==> src/rtl/adder_tv_writer.sv <==
// Captures observed adder tuples {a, b, c_in, s, c_out} into a first-word-fall-through
// record buffer, with optional suppression of repeats and a sticky overflow flag.
module adder_tv_writer #(
  parameter int WIDTH = 2,
  parameter int DEPTH = 8
) (
  input  logic                     clk,
  input  logic                     reset_n,
  input  logic                     cap_en,
  input  logic                     dedup,
  input  logic [WIDTH-1:0]         a,
  input  logic [WIDTH-1:0]         b,
  input  logic                     c_in,
  input  logic [WIDTH-1:0]         s,
  input  logic                     c_out,
  output logic [3*WIDTH+1:0]       rec_data,
  output logic                     rec_valid,
  input  logic                     rec_ready,
  output logic [$clog2(DEPTH):0]   count,
  output logic                     overflow,
  input  logic                     clear_ovf
);

  localparam int TW = 3*WIDTH+2;
  localparam int PW = $clog2(DEPTH);
  localparam logic [PW:0] FULL = (PW+1)'(DEPTH);

  logic [TW-1:0] mem_q [DEPTH];
  logic [TW-1:0] mem_d [DEPTH];
  logic [PW-1:0] wr_ptr_q, wr_ptr_d;
  logic [PW-1:0] rd_ptr_q, rd_ptr_d;
  logic [PW:0]   count_q, count_d;
  logic          overflow_q, overflow_d;
  logic          have_last_q, have_last_d;
  logic [TW-1:0] last_tuple_q, last_tuple_d;

  logic [TW-1:0] tuple;
  logic          qualified;
  logic          pop;
  logic          accept;
  logic          drop;

  assign tuple     = {a, b, c_in, s, c_out};
  assign qualified = cap_en && !(dedup && have_last_q && (tuple == last_tuple_q));
  assign pop       = (count_q != '0) && rec_ready;
  // When full, a same-edge pop frees the head slot, which is exactly the tail slot.
  assign accept    = qualified && ((count_q < FULL) || pop);
  assign drop      = qualified && !accept;

  always_comb begin
    for (int i = 0; i < DEPTH; i++) begin
      mem_d[i] = mem_q[i];
    end
    wr_ptr_d     = wr_ptr_q;
    rd_ptr_d     = rd_ptr_q;
    count_d      = count_q;
    overflow_d   = overflow_q;
    have_last_d  = have_last_q;
    last_tuple_d = last_tuple_q;

    if (accept) begin
      mem_d[wr_ptr_q] = tuple;
      wr_ptr_d        = wr_ptr_q + PW'(1);
      have_last_d     = 1'b1;
      last_tuple_d    = tuple;
    end
    if (pop) begin
      rd_ptr_d = rd_ptr_q + PW'(1);
    end

    case ({accept, pop})
      2'b10:   count_d = count_q + (PW+1)'(1);
      2'b01:   count_d = count_q - (PW+1)'(1);
      default: count_d = count_q;
    endcase

    // A drop on the same edge as a clear request leaves the flag set.
    if (drop) begin
      overflow_d = 1'b1;
    end else if (clear_ovf) begin
      overflow_d = 1'b0;
    end
  end

  always_ff @(posedge clk or negedge reset_n) begin
    if (!reset_n) begin
      for (int i = 0; i < DEPTH; i++) begin
        mem_q[i] <= '0;
      end
      wr_ptr_q     <= '0;
      rd_ptr_q     <= '0;
      count_q      <= '0;
      overflow_q   <= 1'b0;
      have_last_q  <= 1'b0;
      last_tuple_q <= '0;
    end else begin
      for (int i = 0; i < DEPTH; i++) begin
        mem_q[i] <= mem_d[i];
      end
      wr_ptr_q     <= wr_ptr_d;
      rd_ptr_q     <= rd_ptr_d;
      count_q      <= count_d;
      overflow_q   <= overflow_d;
      have_last_q  <= have_last_d;
      last_tuple_q <= last_tuple_d;
    end
  end

  assign rec_data  = mem_q[rd_ptr_q];
  assign rec_valid = (count_q != '0);
  assign count     = count_q;
  assign overflow  = overflow_q;

endmodule

==> config.mk <==
export PLATFORM = sky130hd
export DESIGN_NAME = adder_tv_writer
export DESIGN_NICKNAME = d
export VERILOG_FILES = /design/src/rtl/adder_tv_writer.sv
export SDC_FILE = /design/constraint.sdc
export NUM_CORES = 1
export LEC_CHECK = 0
export ABC_AREA = 1
export BUFFER_PORTS_ARGS = -buffer_cell sky130_fd_sc_hd__buf_2
export CAP_MARGIN = 10
export CORE_AREA = 8 8 92 136
export CTS_CLUSTER_SIZE = 10
export DETAILED_ROUTE_END_ITERATION = 16
export DIE_AREA = 0 0 100 144
export PLACE_DENSITY = 0.67
export SYNTH_ARGS = -nofsm -noshare
export SYNTH_HDL_FRONTEND = slang
export SYNTH_SLANG_ARGS = --single-unit
==> constraint.sdc <==
create_clock -name clk -period 3.1 [get_ports clk]
set_input_delay 0.62 -clock clk [delete_from_list [all_inputs] [get_ports clk]]
set_output_delay 0.62 -clock clk [all_outputs]
set_load 0.02 [all_outputs]
==> flow_summary.json <==
{
  "period_share": 0.8951,
  "grt_use_met2": 0.3158,
  "cts_made_buffers": 9,
  "leakage_nw": 2.619,
  "grt_overflow": 0,
  "grt_max_degree": 85,
  "met3_usage": 0.02843,
  "met1_usage": 0.2252,
  "place_congestion": 0.8223,
  "slew_violations": 0,
  "synth_area_mm2": 0.004617,
  "portBuffers": 27,
  "tns_ns": 0,
  "avgSynthCellArea_um2": 8.029,
  "vias": 4123,
  "ys_top_cells_by_area": "dfrtp_1 46%, nand2_1 17%, nand4_1 8.8%",
  "critPathSlowestCell": "dfrtp_1",
  "synth_top_area_frac": 0.4553,
  "dr.pass1.iters": 6,
  "grt_pass1_vias": 3933,
  "cts_root_buf": "clkbuf_16",
  "fin_hold_ws_ns": 0.4610,
  "dp_hpwl_um": 7997,
  "yosysUniqueCellTypes": 28,
  "relSlewSlack": 0.2720,
  "cap_violations": 0,
  "syn-instance-count": 575,
  "rsz0062_at_grt": "no",
  "cts_tree": "yes",
  "power_density_mw_per_mm2": 1099,
  "worst_pin_slew_ns": 1.092,
  "grt_usage": 0.1845,
  "finalSetupViolations": 0,
  "core-area_mm2": 0.01070,
  "arrival_ns": 2.15,
  "r2r_slack_ns": 0.92,
  "drtIter0Drc": 474,
  "routedWlPerCell_um": 17.25,
  "min_period_ns": 2.775,
  "synth_area_leader_cell": "dfrtp_1",
  "viasPerCell": 5.625,
  "synth_edf_count": 0,
  "h-tree-depth": 3,
  "ir_drop_v": 0.0004285,
  "fillCellCount": 1058,
  "ys_seq_area_frac": 0.4553,
  "yosys_most_used_dff": "dfrtp_1",
  "route.detailed.drc": 0,
  "postCtsSetupRepairBufs": 0,
  "fin_nets": 601,
  "setup.worst_path.start_class": "flip-flop",
  "antenna_found_initial": 0,
  "fin_worst_skew_ns": 0.005270,
  "initial_core_util": 0.4314,
  "rows": 47,
  "hold_buffers": 0,
  "post_cts_resized": 0,
  "grt_pass1_wl_um": 20820,
  "synth_nets": 594,
  "top_usage_layer": "met2",
  "clock-sinks": 84,
  "die_area_mm2": 0.01440,
  "cp_num_buf_inv": 1,
  "status": "finished, final reports clean",
  "synth_async_sr_flop_share": 1.000,
  "critPathMaxStageDelay_ns": 1.01,
  "diodes": 0,
  "cp_common_cell": "nand2_1",
  "yosys_warnings": 0,
  "fin_util": 0.4747,
  "yosysMostFrequentCell": "nand2_1",
  "drive_above_1_share": 0.1297,
  "synth_seq_cells": 84,
  "netlist_top_cells_count": "209 x nand2_1, 84 x dfrtp_1, 65 x nand4_1",
  "clkTransAtPathRegs_ns": 0.06,
  "synthToLayoutAreaGrowth_pct": 10.05,
  "wl_um": 12640,
  "worst-path-max-fanout": 32,
  "die_h_um": 144,
  "fmax_mhz": 360.4,
  "hold_viol": 0,
  "hp-class": "input port to async pin",
  "critical_path.top_delay_family": "flip-flops",
  "boundaryPins": 28,
  "cp-end-kind": "primary output",
  "critical_path_class": "flip-flop to primary output",
  "crit_chain": "o21ai_0, o32ai_1, nand2_1, nand2_1, buf_2",
  "clockBufferDepth": 2,
  "clock_latency_ns": 0.33,
  "ant_nets": 0,
  "dieWidth_um": 100,
  "critPathRequiredTime_ns": 2.48
}
==> report_power, final <==
group	switching [mW]	internal, mW
Sequential	0.429	1.57
Clock	0.417	0.743
Combinational	1.60	0.822
==> through the flow <==
stage / worst slack, ns / power [mW] / cells / cell area, um^2
CTS: 0.3200 / 5.611 / 733 / 5081
finish: 0.3253 / 5.586 / 733 / 5081
detailed placement: 0.4878 / 4.420 / 718 / 4756
global placement: 0.6218 / 4.354 / 718 / 4756
global route: 0.1042 / 6.016 / 733 / 5081
floorplan: 0.6632 / 3.701 / 575 / 4617
==> cells by family after synthesis <==
group,synth area share
fa+ha+maj,0.01355
buf+inv,0.07615
xor+xnor,0.01518
simple gates,0.3835
flops,0.4553
compound gates,0.05637
==> registers in the layout, summed over array words and instances (netlist names) <==
name          cells
count             4
have_last_q       1
last_tuple_q      8
mem_q            64
overflow          1
rd_ptr_q          3
wr_ptr_q          3
==> layer usage <==
metal	wire length [um]	up-vias	part of all wire
met4	340	0	0.027
met3	682	27	0.054
li1	-	1951	-
met2	6372	165	0.50
met5	0	-	0
met1	5246	1980	0.41
==> layout make-up <==
| type | instances | area [um^2] | area share |
|---|---|---|---|
| Multi-Input combinational cell | 424 | 2163 | 0.4258 |
| Sequential cell | 84 | 2102 | 0.4137 |
| Clock buffer | 11 | 252.7 | 0.04974 |
| Timing Repair Buffer | 36 | 205.2 | 0.04038 |
| Tap cell | 147 | 183.9 | 0.03620 |
| Inverter | 27 | 101.3 | 0.01995 |
| Clock inverter | 4 | 72.57 | 0.01428 |
==> cells in the final DEF (no fill, tap or decap), drive strengths merged <==
cell type and instances:
nand3b 1, xor2 5, nor2 58, dfrtp 84
ha 5, xnor2 3, o21ai 20, buf 36
o32ai 16, nand3 18, clkbuf 11, bufinv 2
nand4 73, a21oi 4, nand2 213, clkinv 3
nor3 8, clkinvlp 1, inv 25
==> worst paths after layout <==
check	from	to	cells after the start
min in group clk	clear_ovf	overflow	2
max in group asynchronous	reset_n	mem_q[53]	1
min	reset_n	count[0]	1
max	rd_ptr_q[1]	rec_data[5]	5
max reg2reg	wr_ptr_q[2]	mem_q[23]	5
min reg2reg	mem_q[47]	mem_q[47]	2
Note: power is estimated with default switching activity, not from simulation.
